**src/rtl/drip_pulse_generator.sv**
```systemverilog
// drip_pulse_generator: emits a BCD-programmed count of fixed-width drip pulses
module drip_pulse_generator #(
    parameter int PULSE_HIGH = 4,
    parameter int PULSE_GAP  = 4,
    parameter int CNT_W      = 8
) (
    input  logic       clk,
    input  logic       clear,
    input  logic       start,
    input  logic       abort,
    input  logic [3:0] target_units,
    input  logic [3:0] target_tens,
    output logic       pulse,
    output logic       busy,
    output logic       done,
    output logic       err,
    output logic [3:0] rem_units,
    output logic [3:0] rem_tens
);
    typedef enum logic [1:0] {IDLE, HIGH, GAP, DONE} state_t;
    localparam logic [CNT_W-1:0] high_last = CNT_W'(PULSE_HIGH - 1);
    localparam logic [CNT_W-1:0] gap_last  = CNT_W'(PULSE_GAP - 1);
    state_t state;
    logic [CNT_W-1:0] cnt;
    logic bad_target, zero_target, last_drop;
    assign bad_target  = (target_units > 4'd9) || (target_tens > 4'd9);
    assign zero_target = (target_units == 4'd0) && (target_tens == 4'd0);
    assign last_drop   = (rem_tens == 4'd0) && (rem_units == 4'd1);
    always_ff @(posedge clk or negedge clear) begin
        if (!clear) begin
            state     <= IDLE;
            cnt       <= '0;
            pulse     <= 1'b0;
            busy      <= 1'b0;
            done      <= 1'b0;
            err       <= 1'b0;
            rem_units <= 4'd0;
            rem_tens  <= 4'd0;
        end else begin
            done <= 1'b0;
            err  <= 1'b0;
            case (state)
                IDLE: begin
                    if (start && !abort) begin
                        if (bad_target) begin
                            err <= 1'b1;
                        end else if (zero_target) begin
                            state <= DONE;
                            done  <= 1'b1;
                        end else begin
                            state     <= HIGH;
                            cnt       <= '0;
                            pulse     <= 1'b1;
                            busy      <= 1'b1;
                            rem_units <= target_units;
                            rem_tens  <= target_tens;
                        end
                    end
                end
                HIGH: begin
                    if (abort) begin
                        state <= IDLE;
                        pulse <= 1'b0;
                        busy  <= 1'b0;
                    end else if (cnt == high_last) begin
                        // BCD decrement with borrow from tens when units is zero
                        rem_units <= (rem_units == 4'd0) ? 4'd9 : rem_units - 4'd1;
                        rem_tens  <= (rem_units == 4'd0) ? rem_tens - 4'd1 : rem_tens;
                        cnt       <= '0;
                        pulse     <= 1'b0;
                        state     <= last_drop ? DONE : GAP;
                        busy      <= !last_drop;
                        done      <= last_drop;
                    end else begin
                        cnt <= cnt + 1'b1;
                    end
                end
                GAP: begin
                    if (abort) begin
                        state <= IDLE;
                        busy  <= 1'b0;
                    end else if (cnt == gap_last) begin
                        state <= HIGH;
                        cnt   <= '0;
                        pulse <= 1'b1;
                    end else begin
                        cnt <= cnt + 1'b1;
                    end
                end
                default: state <= IDLE;
            endcase
        end
    end
endmodule

```
**config.mk**
```make
export PLATFORM = sky130hd
export DESIGN_NAME = drip_pulse_generator
export DESIGN_NICKNAME = d
export VERILOG_FILES = /design/src/rtl/drip_pulse_generator.sv
export SDC_FILE = /design/constraint.sdc
export NUM_CORES = 1
export LEC_CHECK = 0
export CAP_MARGIN = 5
export CORE_MARGIN = 1.5
export CORE_UTILIZATION = 53
export DETAILED_ROUTE_END_ITERATION = 10
export PLACE_DENSITY = 0.76
export RECOVER_POWER = 50
export SLEW_MARGIN = 10
export SYNTH_ARGS = -nofsm -noshare
export SYNTH_HDL_FRONTEND = slang
export SYNTH_SLANG_ARGS = --single-unit
```
**constraint.sdc**
```tcl
create_clock -name clk -period 2.8 [get_ports clk]
set_input_delay 0.56 -clock clk [delete_from_list [all_inputs] [get_ports clk]]
set_output_delay 0.56 -clock clk [all_outputs]
set_load 0.02 [all_outputs]
```
; ---- Word-level counts from Yosys, hierarchy flattened
; Cells that the tools add are included.
[totals]
reg_bits = 22
elab_cells = 100
[classes]
add_sub_neg = 3
n_lt_le_gt_ge = 2
n_eq_ne = 16
n_mux = 50
reduce_logical = 21
[ops]
columns = op, count
row1 = $mux 4, 12
row2 = $mux 8, 5
row3 = $ne 2x2->1 const B, 10
row4 = $mux 1, 19
row5 = $logic_not 4->1, 4
row6 = $pmux 4 s2, 2
row7 = $pmux 8 s2, 1
row8 = $mux 2, 7
row9 = $reduce_and 7->1, 2
row10 = $reduce_and 6->1, 2
row11 = $add 8x1->8 const B, 1
row12 = $eq 8x2->1 const B, 1
row13 = $gt 4x4->1 const B, 2
row14 = $sub 4x1->4 const B, 2
row15 = $ne 3x3->1 const B, 2
row16 = $pmux 1 s3, 2
row17 = $pmux 2 s3, 1
row18 = $reduce_and 5->1, 1
row19 = $eq 4x1->1 const B, 1
row20 = $reduce_and 4->1, 1
row21 = $reduce_bool 2->1, 2
row22 = $logic_and 1x1->1, 3
row23 = $reduce_bool 3->1, 1
row24 = $eq 2x1->1 const B, 1
row25 = other kinds (6), 7

; ---- Logic depth before layout (Yosys ltp)
; Gate-level depths: netlist of run 1.
[depth]
word_depth = 6
depth_mapped = 7

; ---- Worst setup path before layout of run 1
; Ideal clock, no wire load.
[synth_timing]
path_type = register to register
from = reg state[1]
to = reg rem_tens[2]
arrival_time_ns = 1.947
required_ns = 2.675
slack_ns = 0.728
path_stages_with_launch = 8
path_buffers = 1
path_cell_list = dfrtp_1 > inv_1 > ha_1 > buf_2 > nor2b_1 > a32oi_2 > nor4b_4 > mux2_2
[synth_via]
elab_chain_len = 3
[synth_rtl]
columns = item, line_no
row1 = "start, declared", 23  ; state_t state;
row2 = "start signal, assigned", 71  ; state <= last_drop ? DONE : GAP;
row3 = $eq 2x1->1 / $logic_not 2->1 (equally long branches), 42  ; case (state)
row4 = $ne 2x2->1 (no source line) / $reduce_bool 2->1 (equally long branches), -
row5 = $reduce_and 7->1 (no source line), -
row6 = "end signal, assigned", 56  ; rem_tens <= target_tens;
row7 = "end signal, assigned", 68  ; rem_tens <= (rem_units == 4'd0) ? rem_tens - 4'd1 : rem_tens;
row8 = "end, declared", 18  ; output logic [3:0] rem_tens
; Several ways; a longest one is shown, not always the timed one.
; A chain may end at the register's enable or synchronous reset.

; ---- Final worst setup path of run 1
[layout_timing]
from = in target_tens[2]
to = reg cnt[4]
[layout_via]
elab_chain_len = 4
[layout_rtl]
columns = item, line_no
row1 = "start, declared", 12  ; input logic [3:0] target_tens,
row2 = $gt 4x4->1 / $logic_not 4->1 (equally long branches), "26, 27"
row3 = $logic_or 1x1->1 / $logic_and 1x1->1 (equally long branches), "26, 27"
row4 = $ne 2x2->1 (no source line), -
row5 = $reduce_and 5->1 (no source line) (*), -
row6 = "end signal, assigned", 75  ; cnt <= cnt + 1'b1;
row7 = "end signal, assigned", 87  ; cnt <= cnt + 1'b1;
row8 = "end, declared", 24  ; logic [CNT_W-1:0] cnt;
; Every way passes the cells marked *; elsewhere a longest branch is shown, timed or not.

==> run_results.csv, run 1 <==
group,metric,value,unit
status,status,"finished clean",
clock_network,clock_path_buffers,2,
timing,rsz0062_at_grt,"no",
worst_setup_path,rr_worst_depth,5,
timing,worst_slack,270.2,ps
global_route,antenna_found_initial,0,
worst_setup_path,cp-startpoint,"target_tens[2]",
detailed_routing,wl,3667,um
global_route,grt_pass1_wl,5996,um
final_layout,syn_to_final_growth,19.15,%
worst_setup_path,rr_endpoint,"cnt[4]",
timing,worst_pin_slew,1176,ps
timing,period_share,0.9035,
placement,gp_congestion,0.8969,
timing,setup_viol,0,
detailed_routing,num_vias,1397,
hold_path,min_to,"busy",
timing,whs,536.7,ps
global_route,grt_busiest_layer,"met2",
synth,ys_seq_area_frac,0.3586,
hold_path,hold_start,"busy",
synth,syn_area,1535,um^2
die,pin_count,24,
final_layout,final_common_cell,"dfrtp_1",
global_route,grt.total_usage,0.2368,
die,start_util,0.5567,
clock_network,cts-htree-levels,1,
pwr,p_leak,0.7286,nW
placement,place_inst,217,
worst_setup_path,critical_path.max_fanout,14,
clock_network,cts-resized-gates,0,
clock_network,cts_made_buffers,3,
synth,synth_ff_type,"dfrtp_1",
global_route,grt_use_met3,0.02765,
global_route,globalRouteOverflowTotal,0,
synth,synth_edf_count,0,
worst_setup_path,crit_path_end_kind,"flip-flop",
global_route,grt_max_degree,23,
pwr,peakVddDrop,878.6,uV
worst_setup_path,ff2ff_setup_slack,560,ps
detailed_routing,drc,0,
die,std_cell_rows,19,
synth,synth_seq_cells,22,
clock_network,path_clk_slew,120,ps
placement,placed_cell_area,1810,um^2
clock_network,cts_tree,"built",
detailed_routing,vias_per_cell,6.350,
final_layout,drive_above_1_share,0.1164,
synth,syn-num-nets,184,
timing,fin_setup_tns,0,ps
final_layout,nets,210,
clock_network,cts_root_buf,"clkbuf_4",
final_layout,final_cells,220,
timing,drv_slew,0,
timing,fmax,0.3953,GHz
placement,portBuffers,23,
global_route,met2_usage,0.4136,
pwr,power_density,1056,nW/um^2
final_layout,final_cell_area,1829,um^2
worst_setup_path,cp.required,3030,ps
worst_setup_path,worst-setup-path-type,"input port to flip-flop",
timing,hold_viol,0,
synth,syn_inst,165,
worst_setup_path,cp-start-kind,"input port",
run,cap_viol_max_count,0,
detailed_routing,drtIter0Drc,80,
hold_path,hold_path_class,"flip-flop to flip-flop",
placement,dp_slack,87.02,ps
synth,synth_area_per_cell,9.304,um^2
synth,synth_top_area_share,0.3586,
die,die_w,56.82,um
final_layout,nFillCells,244,
global_route,met1_usage,0.2934,
detailed_routing,postRouteAntennaNets,0,
timing,clock_skew,0.8596,ps
detailed_routing,drt_first_pass_iters,4,
worst_setup_path,arrival,2760,ps
timing,relSlewSlack,0.2158,
die,die-area,3229,um^2
final_layout,final_cell_mix,"dfrtp_1, clkdlybuf4s50_1, nor2_1, inv_1",
clock_network,post_cts_hold_buffer_count,0,
die,core_area,2758,um^2
synth,synth_area_leader_cell,"dfrtp_1",
timing,period_minus_slack,2530,ps
clock_network,clk-insertion-delay-late,310,ps
hold_path,hold_path_depth,2,
synth,yosysUniqueCellTypes,45,
worst_setup_path,r2r-start,"cnt[0]",
clock_network,post_cts_buffers,0,
synth,synthArstFlopShare,1.000,
synth,synth_area_leaders,"dfrtp_1, ha_1, nor2_1, a21oi_1, o21ai_0",
global_route,first_global_vias,1363,
synth,yosysWarnings,0,
final_layout,diodes,0,
detailed_routing,wire_per_inst,16.67,um
die,die_h,56.82,um
placement,place_hpwl,2694,um
clock_network,cts.sinks,22,
-- kinds of logic after synthesis --
group                    after synthesis  synth area share
buffers and inverters                 20           0.05705
adder cells (fa/ha/maj)                7           0.05705
multiplexers                           7           0.05216
flip-flops                            22            0.3586
XOR/XNOR                               2           0.01141
AO/OA/AOI/OAI                         49            0.2201
AND/OR/NAND/NOR                       58            0.2437
-- per-layer routing --
metal	vias to the layer above	part of all wire
li1	673	-
met1	663	0.44
met2	50	0.49
met3	11	0.043
met4	0	0.021
met5	-	0
-- metrics by stage --
step             util  total power [mW]
2_1_floorplan       -             1.390
3_3_place_gp   0.6565             1.752
3_5_place_dp   0.6565             1.786
4_1_cts        0.6647             1.936
5_1_grt        0.6633             2.079
6_report       0.6633             1.932
-- area by class of cell --
| type | count | area (um^2) | area share |
|---|---|---|---|
| Clock buffer | 3 | 22.52 | 0.01231 |
| Inverter | 11 | 41.29 | 0.02257 |
| Multi-Input combinational cell | 123 | 897.1 | 0.4904 |
| Sequential cell | 22 | 550.5 | 0.3010 |
| Tap cell | 31 | 38.79 | 0.02120 |
| Timing Repair Buffer | 30 | 279.0 | 0.1525 |
-- Yosys cell counts, types with 2 or more instances --
| cell type | n |
|---|---|
| nor4b_4 | 2 |
| a2111oi_0 | 3 |
| o21ai_0 | 10 |
| nand2_1 | 4 |
| clkbuf_1 | 4 |
| nor2_1 | 15 |
| nor2b_1 | 3 |
| o41ai_1 | 5 |
| or4b_1 | 2 |
| mux2_2 | 4 |
| buf_2 | 4 |
| a211oi_1 | 3 |
| ha_1 | 7 |
| nand3_1 | 7 |
| nor4_1 | 2 |
| o21a_1 | 2 |
| nand2b_1 | 3 |
| inv_1 | 11 |
| o31ai_1 | 4 |
| a21oi_1 | 10 |
| or4_1 | 2 |
| dfrtp_1 | 22 |
| and4_1 | 2 |
| xnor2_1 | 2 |
| o211ai_1 | 2 |
| o22ai_1 | 5 |
| mux2i_1 | 2 |
| nor4b_1 | 2 |
| nand4_1 | 2 |
| nor3_1 | 4 |
-- critical path: stages --
cell           delay (ps)
dlygate4sd3_1         580
o21a_1                220
o31a_1                480
or4b_1                640
o31ai_1               280
-- where the power goes --
part           switching (mW)  total [mW]  internal, mW
registers               0.155       0.587         0.432
logic                   0.647        1.20         0.552
clock network          0.0957       0.146        0.0504
total                   0.897        1.93          1.03
-- state kept, by name (all words and copies together), names as in the netlist --
register,count
rem_tens,4
busy,1
state,2
done,1
err,1
pulse,1
cnt,8
rem_units,4
-- how the worst max path moves through the flow --
stage	endpoint	slack, ps
4_1_cts	cnt[4]	410
3_3_place_gp	cnt[4]	180
6_report	cnt[4]	270
5_1_grt	cnt[4]	200
2_1_floorplan	rem_tens[2]	730
3_5_place_dp	cnt[4]	90
No activity file was read; power rests on OpenSTA's default activity.
==> run 2: changes to the inputs <==
Settings changed: GPL_TIMING_DRIVEN set to 0, HOLD_SLACK_MARGIN set to 0.15, SLEW_MARGIN 10 to 0.
==> run 2 against run 1 <==
  * Design area fell by 0.14%
  * Power fell by 1.2%
  * Clock power fell by 4%
  * Critical path depth rose by 2
  * Die area did not move
  * Clock-buffer cell count did not move
  * Non-clock buffer count rose by 2
  * Register-to-register slack got worse by 180 ps
  * Global-route usage rose by 1.1 points
  * Clock skew rose by 7.6 ps
  * Combinational power barely moved
  * Largest cell class unchanged
==> run_results.csv, run 2 (same netlist as run 1, synthesis figures left out) <==
group,metric,value,unit
worst_setup_path,crit_path_end_kind,"flip-flop",
timing,relSlewSlack,0.3125,
final_layout,largest_reg_flops,8,
final_layout,reg_top3,"cnt (8), rem_tens (4), rem_units (4)",
clock_network,post_cts_hold_buffer_count,0,
clock_network,path_clk_slew,120,ps
timing,drv_slew,0,
detailed_routing,vias_per_cell,6.378,
status,status,"finished clean",
timing,setup_viol,0,
timing,clock_skew,8.422,ps
final_layout,diodes,0,
worst_setup_path,worst-setup-path-type,"input port to flip-flop",
clock_network,cts-htree-levels,1,
final_layout,syn_to_final_growth,18.99,%
global_route,grt_max_degree,23,
detailed_routing,num_vias,1416,
final_layout,nets,212,
worst_setup_path,cp-start-kind,"input port",
global_route,grt.total_usage,0.2481,
placement,gp_congestion,0.8346,
clock_network,cts_root_buf,"clkbuf_4",
placement,portBuffers,23,
run,cap_viol_max_count,0,
global_route,globalRouteOverflowTotal,0,
timing,rsz0062_at_grt,"no",
worst_setup_path,critical_path.max_fanout,10,
detailed_routing,postRouteAntennaNets,0,
pwr,power_density,1045,nW/um^2
detailed_routing,drt_first_pass_iters,4,
placement,place_hpwl,2770,um
final_layout,final_cell_mix,"dfrtp_1, clkdlybuf4s50_1, nor2_1, inv_1",
final_layout,final_common_cell,"dfrtp_1",
hold_path,hold_path_class,"flip-flop to flip-flop",
pwr,peakVddDrop,773.1,uV
worst_setup_path,r2r-start,"state[1]",
timing,fin_setup_tns,0,ps
clock_network,clock_path_buffers,2,
final_layout,regMostFlops,"cnt",
die,die_w,56.82,um
global_route,grt_pass1_wl,6382,um
clock_network,cts_made_buffers,3,
worst_setup_path,cp-startpoint,"target_units[1]",
die,die-area,3229,um^2
timing,whs,521.1,ps
global_route,first_global_vias,1398,
detailed_routing,wl,3730,um
detailed_routing,drc,0,
clock_network,cts-resized-gates,0,
timing,hold_viol,0,
die,pin_count,24,
die,core_area,2758,um^2
die,std_cell_rows,19,
detailed_routing,drtIter0Drc,67,
clock_network,cts_tree,"built",
clock_network,post_cts_buffers,0,
worst_setup_path,cp.required,2990,ps
die,start_util,0.5567,
hold_path,hold_start,"pulse",
clock_network,cts.sinks,22,
global_route,antenna_found_initial,0,
timing,fmax,0.4033,GHz
detailed_routing,wire_per_inst,16.80,um
timing,period_minus_slack,2480,ps
clock_network,clk-insertion-delay-late,300,ps
timing,worst_pin_slew,1028,ps
die,die_h,56.82,um
final_layout,drive_above_1_share,0.1099,
timing,period_share,0.8856,
worst_setup_path,arrival,2670,ps
pwr,p_leak,0.7249,nW
run 2: cell types whose count changed in the layout (fill, tap and decap cells not counted):
cell and delta:
buf_2 +4, buf_4 -6, buf_6 +1, clkbuf_1 +3
run 2: worst max-delay path: stages:
cell           delay (ps)
dlygate4sd3_1         570
nor4_1                280
and4_1                220
buf_2                 240
clkbuf_1              410
nor2_1                100
o41ai_1               290
run 2: layout make-up:
type	count	area (um^2)
buffer	9	46.29
clock buffer	3	22.52
fill	241	930.9
inverter	11	41.29
multi-input combinational	123	897.1
sequential	22	550.5
tap	31	38.79
timing repair buffer	23	230.2
run 2: through the flow:
step                      power (mW)  setup WS (ps)  instance area, um^2  cells  utilization
after floorplan                1.390          728.2                 1535    165            -
after global placement         1.732          113.9                 1804    219       0.6543
after detailed placement       1.776          100.7                 1804    219       0.6543
after CTS                      1.922          406.2                 1827    222       0.6624
after global routing           2.071          138.1                 1827    222       0.6624
final                          1.909          320.4                 1827    222       0.6624
run 2: path summary, 6_finish.rpt:
kind	end	cells past startpoint	slack, ps
min reg2reg	pulse	1	520
max in group asynchronous	cnt[7]	1	1310
max reg2reg	rem_tens[3]	7	380
max	state[1]	7	320
min in group asynchronous	rem_tens[0]	1	870
min	pulse	1	520
run 2: routing by layer:
metal | up-vias | part of all wire | track usage
met5 | - | 0 | 0
met4 | 0 | 0.024 | 0.1063
met3 | 8 | 0.039 | 0.03456
met2 | 33 | 0.51 | 0.4186
met1 | 696 | 0.43 | 0.3159
li1 | 679 | - | -
run 2: report_power, final:
group / internal (mW) / leakage [nW] / switching, mW
Combinational: 0.531 / 0.435 / 0.674
Sequential: 0.432 / 0.276 / 0.131
Clock: 0.0501 / 0.0138 / 0.0904
Total: 1.01 / 0.725 / 0.896
